<file path="src/rtl/pet_status_fsm.sv">
// Pet-status core: turns debounced active-low buttons into press events and keeps
// saturating food/health levels that decay on a periodic tick, plus the derived mood.
module pet_status_fsm #(
  parameter int unsigned CLK_FREQ  = 50_000_000,
  parameter int unsigned TICK_SEC  = 10,
  parameter int unsigned TEST_DIV  = 10,
  parameter int unsigned MAX_LEVEL = 5
) (
  input  logic       clk,
  input  logic       reset,
  input  logic       food_signal,
  input  logic       heal_signal,
  input  logic       test_signal,
  output logic [2:0] food_level,
  output logic [2:0] health_level,
  output logic [1:0] state,
  output logic       test_active,
  output logic       feed_ack,
  output logic       heal_ack
);

  localparam int unsigned PeriodNorm = CLK_FREQ * TICK_SEC;
  localparam int unsigned PeriodTest = PeriodNorm / TEST_DIV;
  localparam int unsigned CntW       = (PeriodNorm > 1) ? $clog2(PeriodNorm) : 1;

  localparam logic [CntW-1:0] LastNorm = CntW'(PeriodNorm - 1);
  localparam logic [CntW-1:0] LastTest = CntW'(PeriodTest - 1);
  localparam logic [2:0]      MaxLvl   = 3'(MAX_LEVEL);

  typedef enum logic [1:0] {
    StHappy  = 2'd0,
    StHungry = 2'd1,
    StSick   = 2'd2,
    StDead   = 2'd3
  } state_e;

  state_e          state_q, state_d;
  logic [2:0]      food_q, food_d;
  logic [2:0]      health_q, health_d;
  logic [CntW-1:0] cnt_q, cnt_d;
  logic            test_q, test_d;
  logic            feed_ack_q, feed_ack_d;
  logic            heal_ack_q, heal_ack_d;
  logic            food_prev_q, heal_prev_q, test_prev_q;
  logic            arm_q;

  logic food_press, heal_press, test_press;
  logic tick, dead;

  always_comb begin
    // arm_q masks the first edge after reset so a button held through release is not a press
    food_press = arm_q & food_prev_q & ~food_signal;
    heal_press = arm_q & heal_prev_q & ~heal_signal;
    test_press = arm_q & test_prev_q & ~test_signal;
    tick       = ~test_press & (cnt_q == (test_q ? LastTest : LastNorm));
    dead       = (state_q == StDead);

    cnt_d      = cnt_q + 1'b1;
    test_d     = test_q ^ test_press;
    food_d     = food_q;
    health_d   = health_q;
    feed_ack_d = 1'b0;
    heal_ack_d = 1'b0;
    state_d    = state_q;

    if (test_press || tick) begin
      cnt_d = '0;
    end

    if (!dead) begin
      // A press on a level overrides that level's tick decrement
      if (food_press) begin
        feed_ack_d = 1'b1;
        if (food_q < MaxLvl) food_d = food_q + 3'd1;
      end else if (tick && food_q != 3'd0) begin
        food_d = food_q - 3'd1;
      end

      if (heal_press) begin
        heal_ack_d = 1'b1;
        if (health_q < MaxLvl) health_d = health_q + 3'd1;
      end else if (tick && food_q == 3'd0 && health_q != 3'd0) begin
        health_d = health_q - 3'd1;
      end
    end

    if (health_d == 3'd0) begin
      state_d = StDead;
    end else if (health_d < 3'd3) begin
      state_d = StSick;
    end else if (food_d < 3'd3) begin
      state_d = StHungry;
    end else begin
      state_d = StHappy;
    end
  end

  always_ff @(posedge clk or negedge reset) begin
    if (!reset) begin
      state_q     <= StHappy;
      food_q      <= MaxLvl;
      health_q    <= MaxLvl;
      cnt_q       <= '0;
      test_q      <= 1'b0;
      feed_ack_q  <= 1'b0;
      heal_ack_q  <= 1'b0;
      food_prev_q <= 1'b1;
      heal_prev_q <= 1'b1;
      test_prev_q <= 1'b1;
      arm_q       <= 1'b0;
    end else begin
      state_q     <= state_d;
      food_q      <= food_d;
      health_q    <= health_d;
      cnt_q       <= cnt_d;
      test_q      <= test_d;
      feed_ack_q  <= feed_ack_d;
      heal_ack_q  <= heal_ack_d;
      food_prev_q <= food_signal;
      heal_prev_q <= heal_signal;
      test_prev_q <= test_signal;
      arm_q       <= 1'b1;
    end
  end

  assign food_level   = food_q;
  assign health_level = health_q;
  assign state        = state_q;
  assign test_active  = test_q;
  assign feed_ack     = feed_ack_q;
  assign heal_ack     = heal_ack_q;

endmodule

</file>
<file path="config.mk">
export PLATFORM = sky130hd
export DESIGN_NAME = pet_status_fsm
export DESIGN_NICKNAME = d
export VERILOG_FILES = /design/src/rtl/pet_status_fsm.sv
export SDC_FILE = /design/constraint.sdc
export NUM_CORES = 1
export LEC_CHECK = 0
export CORE_MARGIN = 3
export CORE_UTILIZATION = 45
export CTS_CLUSTER_SIZE = 24
export DETAILED_ROUTE_END_ITERATION = 10
export HOLD_SLACK_MARGIN = 0.12
export SETUP_SLACK_MARGIN = 0.05
export SLEW_MARGIN = 15
export SYNTH_ARGS = -nofsm -noshare
export SYNTH_HDL_FRONTEND = slang
export SYNTH_SLANG_ARGS = --single-unit
</file>
<file path="constraint.sdc">
create_clock -name clk -period 3.11 [get_ports clk]
set_input_delay 0.311 -clock clk [delete_from_list [all_inputs] [get_ports clk]]
set_output_delay 0.311 -clock clk [all_outputs]
set_load 0.005 [all_outputs]
</file>
* After elaboration in Yosys (flattened, before gate mapping)
Index checks and enable logic that the tools add are counted.
** Operators by class
- Magnitude comparators :: 4
- Muxes and demuxes :: 17
- Bitwise operators :: 12
- Eq/ne operators :: 2
- Reduce and logical (&&, ||, !) cells :: 8
- Add/sub/neg operators :: 5
** Operators with widths (count)
- two-way mux 29 bit :: 2
- adder 29 x 1 -> 29 bit (second input constant) :: 1
- equality test 29 bit :: 1
- two-way mux 3 bit :: 8
- AND 1 bit :: 7
- adder 3 x 1 -> 3 bit (second input constant) :: 2
- zero test 3 bit :: 2
- < comparator 3 x 2 -> 1 bit (second input constant) :: 2
- < comparator 3 bit (second input constant) :: 2
- nonzero test 3 bit :: 2
- subtractor 3 x 1 -> 3 bit (second input constant) :: 2
- two-way mux 1 bit :: 5
- two-way mux 2 bit :: 2
- inverter 1 bit :: 4
- logical AND 1 bit :: 3
- equality test 2 bit (second input constant) :: 1
- logical OR 1 bit :: 1
- XOR 1 bit :: 1
** Storage, ports and cells
- Flip-flop bits (word level) :: 44
- Logic and storage cells :: 59
- Bits of input ports :: 5
- Output and inout bits :: 11

* Depth between registers and ports, before layout
Gate-level depths: netlist of run 1.
- Depth in word-level cells :: 12
- Depth in mapped cells :: 9
- Mapped depth without buffers :: 9

* Worst setup path after synthesis of run 1
Ideal clock, no wire load.
- Path type :: register -> register
- From :: reg food_q[1], in the netlist food_level[1]
- To :: reg state_q[0], in the netlist state[0]
- Path slack :: 898 ps
- Stages on the path, launching flop included :: 9
- Library setup time :: 95 ps
- Arrival time :: 2116 ps
- Path through :: dfrtp_1 inv_1 ha_1 or2b_2 a2111oi_4 nand3_2 a211o_1 a211o_1 o31ai_1
** Between the ends
- Cells in the longest elaborated chain, start to end :: 9
- Elaborated cells between the ends (all ways) :: 21
- Classes of those cells :: add/sub (2); order compare (3); mux (10); reduce/logical (6)
** RTL lines
- from (decl) :: line 38 : logic [2:0] food_q, food_d;
- from (signal assigned) :: line 101 : food_q <= MaxLvl;
- from (signal assigned) :: line 113 : food_q <= food_d;
- zero test 3 bit * :: line 82 : end else if (tick && food_q == 3'd0 && health_q != 3'd0) begin
- logical AND 1 bit * (2 in a row) :: line 82
- two-way mux 3 bit * :: line 82
- two-way mux 3 bit * :: line 79 : if (heal_press) begin
- two-way mux 3 bit * :: line 70 : if (!dead) begin
- via health_d[2] :: line 39 : logic [2:0] health_q, health_d;
- < comparator 3 x 2 -> 1 bit :: line 89 : end else if (health_d < 3'd3) begin
- two-way mux 2 bit :: line 89
- two-way mux 2 bit * :: line 87 : if (health_d == 3'd0) begin
- via state_d[0] :: line 37 : state_e state_q, state_d;
- to (signal assigned) :: line 100 : state_q <= StHappy;
- to (signal assigned) :: line 112 : state_q <= state_d;
- to (decl) :: line 37
Mark *: on every way through the listed nets, which the timed path passes. The rest lies on a longest branch.

* Worst setup path in the final report of run 1
Same ends and word-level chain as after synthesis.

==> results.tsv, run 1 <==
stage	metric	value	unit
worst_setup_path	Worst Path Max Fanout	7	
detailed_routing	DR WL/cell	14.9	um
logic_synthesis	Yosys warnings	0	
grt	largest net degree at the start of global routing	45	
layout	layout cells sized above 1	14.7	%
logic_synthesis	synth unique cells	59	
power	Peak supply drop	0.426	mV
timing	Fin Setup TNS	0	ns
floorplan	core box area	0.00527	sq mm
status	status	finished, final reports clean	
placed_design	DP HPWL	3.62	mm
cts	Root Buffer	clkbuf_8	
power	combinational fraction of design power	30.3	%
cts	CTS resizes	0	
power	clock share of power	24.6	%
detailed_routing	vias post-DR	1926	
detailed_routing	Post-Route WL	5.20	mm
placed_design	Place WS	0.724	ns
worst_setup_path	Worst R2R Start	food_level[1]	
logic_synthesis	Syn Area/Cell	9.74	sq um
logic_synthesis	Yosys reg bits	44	
worst_setup_path	CP arrival	2.60	ns
hold_path	hold crit path type	primary input to async pin	
placed_design	Post-Place Cells	340	
detailed_routing	Iteration-0 DRC Markers	72	
timing	post-route setup slack	0.691	ns
detailed_routing	vias per cell	5.53	
worst_setup_path	WS Path Type	register to register	
worst_setup_path	CP startpoint kind	register	
logic_synthesis	prevailing post-synth register cell	dfrtp_1	
power	Psw	597	uW
logic_synthesis	Mapped Nets	272	
logic_synthesis	Seq/Total Area, Yosys	43.8	%
cts	hold buffers post-CTS	0	
timing	Pins Over Slew Limit	0	
flow_run	max-cap violation count	0	
cts	H-tree depth	2	
power	Cell Pwr Density	630	mW/mm^2
detailed_routing	residual DRC count	0	
detailed_routing	Pre-antenna DRT Iters	6	
floorplan	die span in x	81	um
logic_synthesis	post-synth top area share	36.6	%
placed_design	dpl cell area	0.00273	sq mm
cts	CTS tree	built	
timing	final hold violation count	0	
layout	Design Area, Final	0.00284	sq mm
worst_setup_path	Crit. End Element	register	
cts	worst-skew pair later-pin latency	0.30	ns
layout	Area Growth Syn to Fin	12.0	%
timing	Clock Skew	0.00731	ns
cts	Clock Sinks	44	
grt	initial antenna violation count	0	
worst_setup_path	capturing point of the worst reg2reg path	state[0]	
grt	GRT Total Usage	17.7	%
worst_setup_path	FF-to-FF setup slack	0.69	ns
layout	most frequent cells in the layout	nor2_1, dfrtp_1, nand2_1	
timing	Final Critical Period	2.42	ns
logic_synthesis	most area-hungry cell type in the Yosys netlist	dfrtp_1	
power	P_leak	1.19	nW
worst_setup_path	CP Cell Sequence	inv_1 -> ha_1 -> or2b_2 -> a2111oi_4 -> nand3_2 -> a211o_1 -> a31oi_1 -> o31ai_1	
grt	first-pass GRT wire length	8.97	mm
cts	CTS max path bufs	2	
power	Int Power	1.19	mW
timing	Worst slew margin	34.2	%
placed_design	IO Port Bufs	15	
placed_design	RePlAce Congestion	0.850	
layout	# fillers	493	
worst_setup_path	peak per-stage delay on the critical path	0.47	ns
floorplan	initial core utilization	48.0	%
worst_setup_path	critical path's slowest cell	dfrtp_1	
logic_synthesis	async set or reset register ratio after synthesis	100	%
worst_setup_path	Critical Path Source	food_level[1]	
timing	Tightest Pin Transition	0.986	ns
grt	total gr overflow	0	
worst_setup_path	Worst Path Required	3.30	ns
logic_synthesis	mapped cell area	0.00253	sq mm
timing	# setup viols final	0	
floorplan	Rows	26	
cts	cts bufs inserted	5	
grt	number of global-route vias before repair	1943	
floorplan	I/O pins	16	
power	sequential fraction of design power	45.0	%
cts	setup repair bufs after CTS	0	
power	total power	1.79	mW
logic_synthesis	Post-synth EDFFs	0	
cts	clock slew at reported path FFs	0.09	ns
layout	Final Instance Count excl. Fillers	348	
logic_synthesis	top cells by area, synth	dfrtp_1, dfstp_2, nor2_1	
power	sw frac	33.4	%
logic_synthesis	Gate Count Post-Synth	260	
detailed_routing	Detail Route Antenna Nets	0	
worst_setup_path	r2r worst-path depth	8	
timing	fin crit share	77.8	%
timing	Max Clk Rate	413	MHz
timing	RSZ-0062 raised after global routing	no	
layout	nets	289	
floorplan	DIE AREA	0.00656	sq mm
layout	commonest non-fill, non-tap cell in the layout	nor2_1	
layout	antenna fix cells	0	
floorplan	Die H	81	um
==> worst max path at each step <==
stage / slack, ns / depth (start not counted) / to
final: 0.69 / 8 / state[0]
after global placement: 0.79 / 8 / state[0]
after CTS: 0.70 / 8 / state[0]
after floorplan: 0.90 / 8 / state[0]
after global routing: 0.55 / 8 / state[0]
after detailed placement: 0.72 / 8 / state[0]
==> registers in the layout (all words and copies together), names as in the netlist <==
signal	flops
arm_q	1
heal_prev_q	1
food_level	3
cnt_q	29
health_level	3
feed_ack	1
food_prev_q	1
state	2
test_active	1
test_prev_q	1
heal_ack	1
==> Yosys cell counts (2+ instances only) <==
| master | n |
|---|---|
| nor2_1 | 40 |
| dfrtp_1 | 37 |
| nand2_1 | 24 |
| xor2_1 | 16 |
| nand3_1 | 14 |
| inv_1 | 11 |
| xnor2_1 | 8 |
| dfstp_2 | 7 |
| ha_1 | 7 |
| nor3_1 | 7 |
| o21ai_0 | 7 |
| nand4_1 | 6 |
| a21oi_1 | 5 |
| and2_1 | 4 |
| or3_1 | 4 |
| and3_1 | 3 |
| and4_1 | 3 |
| and4bb_2 | 3 |
| nor4_1 | 3 |
| a211o_1 | 2 |
| a211oi_1 | 2 |
| a31oi_1 | 2 |
| and4_2 | 2 |
| buf_2 | 2 |
| buf_6 | 2 |
| nand4b_1 | 2 |
| o21ai_2 | 2 |
| o41ai_1 | 2 |
| or2_2 | 2 |
| or2b_2 | 2 |
==> worst max-delay path: cells and delay by family, from the launching register on <==
kind / cells / cell delay [ns]
buffers and inverters: 1 / 0.15
AO/OA/AOI/OAI: 4 / 1.07
AND/OR/NAND/NOR: 2 / 0.45
flip-flops: 1 / 0.47
adder cells (fa/ha/maj): 1 / 0.18
==> logic make-up (layout without fill, tap and decap cells) <==
kind of cell / Yosys count / after routing / synth area share, %
and+or+nand+nor: 131 / 131 / 29.2
adders and majority gates: 7 / 7 / 3.46
other: 1 / 1 / 0.148
buffers and inverters: 17 / 35 / 3.36
xor gates and xnor gates: 24 / 24 / 8.30
DFF: 44 / 44 / 43.8
AOI/OAI and AO/OA: 36 / 36 / 11.7
==> power by group through the flow <==
| stage | sequential [mW] | clock [mW] | combinational (mW) |
|---|---|---|---|
| CTS | 0.804 | 0.449 | 0.541 |
| finish | 0.805 | 0.440 | 0.542 |
| floorplan | 0.784 | 0 | 0.363 |
| detailed placement | 0.814 | 0 | 0.535 |
| global route | 0.828 | 0.476 | 0.605 |
| global placement | 0.812 | 0 | 0.537 |
==> layer usage <==
layer / track usage, % / vias up / wire length, um
li1: - / 953 / -
met4: 5.24 / 0 / 59
met2: 27.9 / 25 / 2310
met1: 24.2 / 943 / 2670
met3: 4.32 / 5 / 159
met5: 0 / - / 0
==> layout make-up <==
| cell class | instances | area, sq um | area share [%] |
|---|---|---|---|
| multi-input cells | 199 | 1340 | 47.1 |
| flip-flops and latches | 44 | 1110 | 39.1 |
| repair buffers | 16 | 153 | 5.38 |
| well taps | 70 | 87.6 | 3.09 |
| clock buffers | 6 | 72.6 | 2.56 |
| inverters | 11 | 41.3 | 1.46 |
| clock inverters | 2 | 35.0 | 1.24 |
==> per-stage QoR <==
step | utilization [%] | hold slack [ns]
global route | 53.8 | 0.242
finish | 53.8 | 0.172
floorplan | - | 0.0154
detailed placement | 51.8 | 0.483
global placement | 51.8 | 0.478
CTS | 53.8 | 0.207
Note: power is estimated with default switching activity, not from simulation.
==> inputs of run 2 (changes only) <==
- PLACE_DENSITY: not set -> 0.66
- clock period: 3.11 -> 2.15 ns (I/O delays scaled with it)
==> results.tsv, run 2 (synthesized netlist as in run 1, its figures left out) <==
stage	metric	value	unit	change
timing	Pins Over Slew Limit	0		unchanged
detailed_routing	DR WL/cell	13.8	um	-7.5%
layout	# fillers	491		-0.41%
layout	Sequential Area	0.00111	sq mm	unchanged
worst_setup_path	Crit. End Element	register		
detailed_routing	Iteration-0 DRC Markers	96		+33%
worst_setup_path	Worst R2R Start	health_level[0]		
placed_design	IO Port Bufs	15		unchanged
detailed_routing	Post-Route WL	5.28	mm	+1.6%
layout	max reg flops	29		unchanged
layout	layout cells sized above 1	26.0	%	+11 points
timing	Max Clk Rate	461	MHz	+11%
power	combinational fraction of design power	40.7	%	+10 points
grt	initial antenna violation count	0		unchanged
power	Psw	897	uW	+50%
worst_setup_path	Critical Path Source	health_level[0]		
floorplan	Die H	81	um	unchanged
status	failing checks	setup timing		
timing	Clock Skew	0.00628	ns	-0.00103 ns
cts	cts bufs inserted	5		unchanged
grt	largest net degree at the start of global routing	45		unchanged
power	P_leak	1.36	nW	+14%
cts	H-tree depth	2		unchanged
power	sw frac	33.2	%	-0.24 points
placed_design	dpl cell area	0.00299	sq mm	+9.6%
timing	Final Critical Period	2.17	ns	-0.248 ns
worst_setup_path	r2r worst-path depth	9		+1
power	sequential fraction of design power	39.5	%	-5.5 points
power	Int Power	1.81	mW	+52%
grt	number of global-route vias before repair	1994		+2.6%
detailed_routing	vias post-DR	1990		+3.3%
timing	post-route setup slack	-0.0210	ns	-0.712 ns
detailed_routing	residual DRC count	0		unchanged
worst_setup_path	Worst Path Required	2.35	ns	-0.95 ns
worst_setup_path	capturing point of the worst reg2reg path	state[0]		
layout	nets	323		+12%
layout	Area Growth Syn to Fin	24.7	%	
power	Cell Pwr Density	856	mW/mm^2	+36%
worst_setup_path	CP startpoint kind	register		
hold_path	Hold Path Sink	food_prev_q		
floorplan	DIE AREA	0.00656	sq mm	unchanged
hold_path	critical hold path startpoint	food_signal		
hold_path	hold crit path type	primary input to register		
cts	Clock Sinks	44		unchanged
layout	antenna fix cells	0		unchanged
timing	# setup viols final	1		+1
floorplan	core box area	0.00527	sq mm	unchanged
layout	area of the multi-input gates	0.00139	sq mm	+4.2%
worst_setup_path	CP arrival	2.37	ns	-0.23 ns
cts	clock slew at reported path FFs	0.08	ns	about the same
timing	fin crit share	101	%	+23 points
worst_setup_path	Worst Path Max Fanout	4		-3
placed_design	RePlAce Congestion	0.795		-6.5%
flow_run	max-cap violation count	0		unchanged
layout	Final Instance Count excl. Fillers	382		+9.8%
detailed_routing	Detail Route Antenna Nets	0		unchanged
detailed_routing	vias per cell	5.21		-5.9%
timing	Fin Setup TNS	-0.0210	ns	-0.0210 ns
timing	RSZ-0062 raised after global routing	yes		
cts	CTS max path bufs	2		unchanged
worst_setup_path	FF-to-FF setup slack	-0.02	ns	-0.71 ns
worst_setup_path	WS Path Type	register to register		
cts	worst-skew pair later-pin latency	0.29	ns	about the same
grt	total gr overflow	0		unchanged
grt	GRT Total Usage	17.8	%	+0.11 points
floorplan	I/O pins	16		unchanged
layout	commonest non-fill, non-tap cell in the layout	nor2_1		
hold_path	Hold Crit Depth	1		
cts	CTS tree	built		
floorplan	initial core utilization	48.0	%	unchanged
power	clock share of power	19.7	%	-4.9 points
floorplan	Rows	26		unchanged
layout	most frequent cells in the layout	nor2_1, dfrtp_1, buf_4		
placed_design	DP HPWL	3.73	mm	+3.0%
layout	Design Area, Final	0.00316	sq mm	+11%
cts	Root Buffer	clkbuf_8		
floorplan	die span in x	81	um	unchanged
detailed_routing	Pre-antenna DRT Iters	4		-2
timing	final hold violation count	0		unchanged
status	status	finished with violations		
power	total power	2.70	mW	+51%
grt	first-pass GRT wire length	9.29	mm	+3.6%
placed_design	Post-Place Cells	371		+9.1%
layout	Largest Register	cnt_q		
power	Peak supply drop	0.598	mV	+40%
run 2: cell types whose count changed in the layout (fill, tap and decap cells not counted), sizes merged:
cell / change
bufinv: -1
clkinv: -1
buf: +33
clkbuf: +2
dlygate4sd3: +1
run 2: layout make-up:
| type | count | share of cell area (%) |
|---|---|---|
| Clock buffer | 8 | 2.85 |
| Inverter | 11 | 1.31 |
| Multi-Input combinational cell | 199 | 44.1 |
| Sequential cell | 44 | 35.2 |
| Tap cell | 70 | 2.77 |
| Timing Repair Buffer | 50 | 13.8 |
run 2: critical path: stages, from the launching register on:
cell       delay [ns]
dfstp_2          0.54
inv_2            0.04
ha_2             0.15
and2b_2          0.21
a2111oi_4        0.39
buf_4            0.18
a211o_2          0.14
o211ai_4         0.08
a211o_1          0.29
o31ai_1          0.06
run 2: how the worst max path moves through the flow:
stage / end / slack (ns) / cells past startpoint
after floorplan: state[0] / 0.05 / 8
after global placement: state[0] / 0.02 / 8
after detailed placement: state[0] / -0.03 / 7
after CTS: state[0] / -0.03 / 7
after global routing: state[0] / -0.13 / 7
final: state[0] / -0.02 / 9
run 2: layer usage:
layer / vias to the layer above / GRT usage, % / part of all wire (%)
met5: - / 0 / 0
li1: 1015 / - / -
met2: 29 / 27.6 / 46
met1: 940 / 25.8 / 50
met3: 6 / 3.44 / 3.1
met4: 0 / 4.05 / 0.95
run 2: per-stage QoR:
| step | worst slack [ns] | hold slack, ns | util, % |
|---|---|---|---|
| detailed placement | -0.0261 | 0.212 | 56.7 |
| finish | -0.0210 | 0.365 | 59.9 |
| global placement | 0.0219 | 0.211 | 56.7 |
| global route | -0.133 | 0.388 | 59.9 |
| CTS | -0.0346 | 0.362 | 59.1 |
| floorplan | 0.0523 | -0.0806 | - |
run 2: what timing repair did:
item	in CTS	in global routing
hold buffers	1	0
gates cloned	0	0
hold endpoints to repair	37	0
setup buffers	1	1
pin swaps	4	1
endpoints found under the setup margin	1	12
gates resized for setup	3	8
run 2: power by group through the flow:
| stage | combinational [mW] | sequential (mW) | clock [mW] |
|---|---|---|---|
| floorplan | 0.529 | 1.14 | 0 |
| global placement | 1.03 | 1.08 | 0 |
| detailed placement | 1.04 | 1.08 | 0 |
| CTS | 1.08 | 1.07 | 0.548 |
| global route | 1.23 | 1.09 | 0.579 |
| finish | 1.10 | 1.07 | 0.534 |
==> inputs of run 3 (changes only) <==
- TNS_END_PERCENT: not set -> 5
==> results.tsv, run 3 (synthesized netlist as in run 1, its figures left out) <==
stage	metric	value	unit	change
status	status	finished with violations		
status	failing checks	setup timing		
worst_setup_path	Crit. End Element	register		
detailed_routing	Iteration-0 DRC Markers	99		+3.1%
worst_setup_path	Worst Path Required	2.35	ns	about the same
timing	Pins Over Slew Limit	0		unchanged
grt	number of global-route vias before repair	1994		unchanged
grt	initial antenna violation count	0		unchanged
layout	nets	323		unchanged
layout	max reg flops	29		unchanged
cts	cts bufs inserted	5		unchanged
timing	Max Clk Rate	460	MHz	-0.17%
cts	CTS max path bufs	2		unchanged
timing	# setup viols final	1		unchanged
cts	clock slew at reported path FFs	0.08	ns	about the same
grt	total gr overflow	0		unchanged
power	Cell Pwr Density	859	mW/mm^2	+0.32%
detailed_routing	vias per cell	5.20		-0.15%
layout	most frequent cells in the layout	nor2_1, dfrtp_1, buf_4		
timing	Min Hold Slack	0.367	ns	+0.00178 ns
worst_setup_path	CP arrival	2.38	ns	about the same
power	Peak supply drop	0.597	mV	-0.13%
hold_path	hold crit path type	primary input to register		
flow_run	max-cap violation count	0		unchanged
grt	first-pass GRT wire length	9.29	mm	unchanged
timing	fin crit share	101	%	+0.17 points
grt	largest net degree at the start of global routing	45		unchanged
floorplan	initial core utilization	48.0	%	unchanged
cts	Root Buffer	clkbuf_8		
cts	H-tree depth	2		unchanged
layout	Largest Register	cnt_q		
floorplan	Die H	81	um	unchanged
worst_setup_path	CP startpoint kind	register		
detailed_routing	vias post-DR	1987		-0.15%
cts	Clock Sinks	44		unchanged
floorplan	core box area	0.00527	sq mm	unchanged
timing	RSZ-0062 raised after global routing	yes		
layout	layout cells sized above 1	25.6	%	-0.32 points
worst_setup_path	Worst Path Max Fanout	4		unchanged
placed_design	DP HPWL	3.73	mm	unchanged
cts	CTS tree	built		
layout	# fillers	493		+0.41%
floorplan	die span in x	81	um	unchanged
floorplan	I/O pins	16		unchanged
timing	Clock Skew	0.00550	ns	-0.000780 ns
worst_setup_path	WS Path Type	register to register		
layout	Area Growth Syn to Fin	24.2	%	
timing	final hold violation count	0		unchanged
placed_design	IO Port Bufs	15		unchanged
detailed_routing	Detail Route Antenna Nets	0		unchanged
cts	worst-skew pair later-pin latency	0.29	ns	about the same
floorplan	DIE AREA	0.00656	sq mm	unchanged
layout	antenna fix cells	0		unchanged
power	total power	2.70	mW	about the same
detailed_routing	DR WL/cell	13.8	um	-0.53%
floorplan	Rows	26		unchanged
placed_design	RePlAce Congestion	0.795		unchanged
timing	post-route setup slack	-0.0247	ns	-0.00368 ns
power	P_leak	1.36	nW	about the same
detailed_routing	residual DRC count	0		unchanged
grt	GRT Total Usage	17.8	%	unchanged
layout	commonest non-fill, non-tap cell in the layout	nor2_1		
detailed_routing	Pre-antenna DRT Iters	4		unchanged
timing	Final Critical Period	2.17	ns	+0.00368 ns
detailed_routing	Post-Route WL	5.25	mm	-0.53%
-- run 3: cell type report --
cell class	count	area, sq um	share of cell area, %
inverter	11	41.3	1.31
multi-input combinational	199	1380	43.9
timing repair buffer	50	435	13.8
tap	70	87.6	2.79
sequential	44	1110	35.3
clock buffer	8	90.1	2.87
-- run 3: path summary, 6_finish.rpt --
check                           startpoint               to  slack [ns]  depth (start not counted)
max in group asynchronous            reset  health_level[2]        1.45                          3
min                            food_signal      food_prev_q        0.37                          1
min reg2reg                       cnt_q[0]         cnt_q[0]        0.49                          1
min in group asynchronous            reset         cnt_q[2]        0.43                          3
max                        health_level[0]         state[0]       -0.02                          9
max reg2reg                health_level[0]         state[0]       -0.02                          9
-- run 3: timing repair --
action | 4_1_cts | 5_1_grt
gates resized for setup | 3 | 6
hold buffers | 1 | 0
cloned | 0 | 0
endpoints found under the hold margin | 37 | 0
buffers inserted | 1 | 1
pin swaps | 4 | 1
setup endpoints to repair | 1 | 12
-- run 3: stage by stage --
stage / cell area [sq um] / utilization, % / cells / TNS (ns) / setup slack, ns
floorplan: 2530 / - / 260 / 0 / 0.0523
global placement: 2990 / 56.7 / 371 / 0 / 0.0219
detailed placement: 2990 / 56.7 / 371 / -0.0261 / -0.0261
CTS: 3110 / 59.1 / 381 / -0.0346 / -0.0346
global route: 3140 / 59.7 / 382 / -0.133 / -0.133
finish: 3140 / 59.7 / 382 / -0.0247 / -0.0247
-- run 3: report_power, final --
part           leakage, nW  switching (mW)  total [mW]  internal [mW]
Clock               0.0455           0.270       0.532          0.262
Sequential           0.570          0.0866        1.07          0.981
Combinational        0.741           0.539        1.10          0.562
-- run 3: critical path, stage by stage, from the launching register on --
cell	delay [ns]
dfstp_2	0.54
inv_2	0.04
ha_2	0.15
and2b_2	0.21
a2111oi_4	0.39
buf_4	0.18
a211o_2	0.14
o211ai_4	0.08
a211o_1	0.29
o31ai_1	0.07
-- run 3: metal layers --
metal | share of wire (%) | vias up | GRT usage, %
met4 | 0.91 | 0 | 4.05
li1 | - | 1016 | -
met2 | 45 | 27 | 27.6
met5 | 0 | - | 0
met1 | 51 | 938 | 25.8
met3 | 2.8 | 6 | 3.44
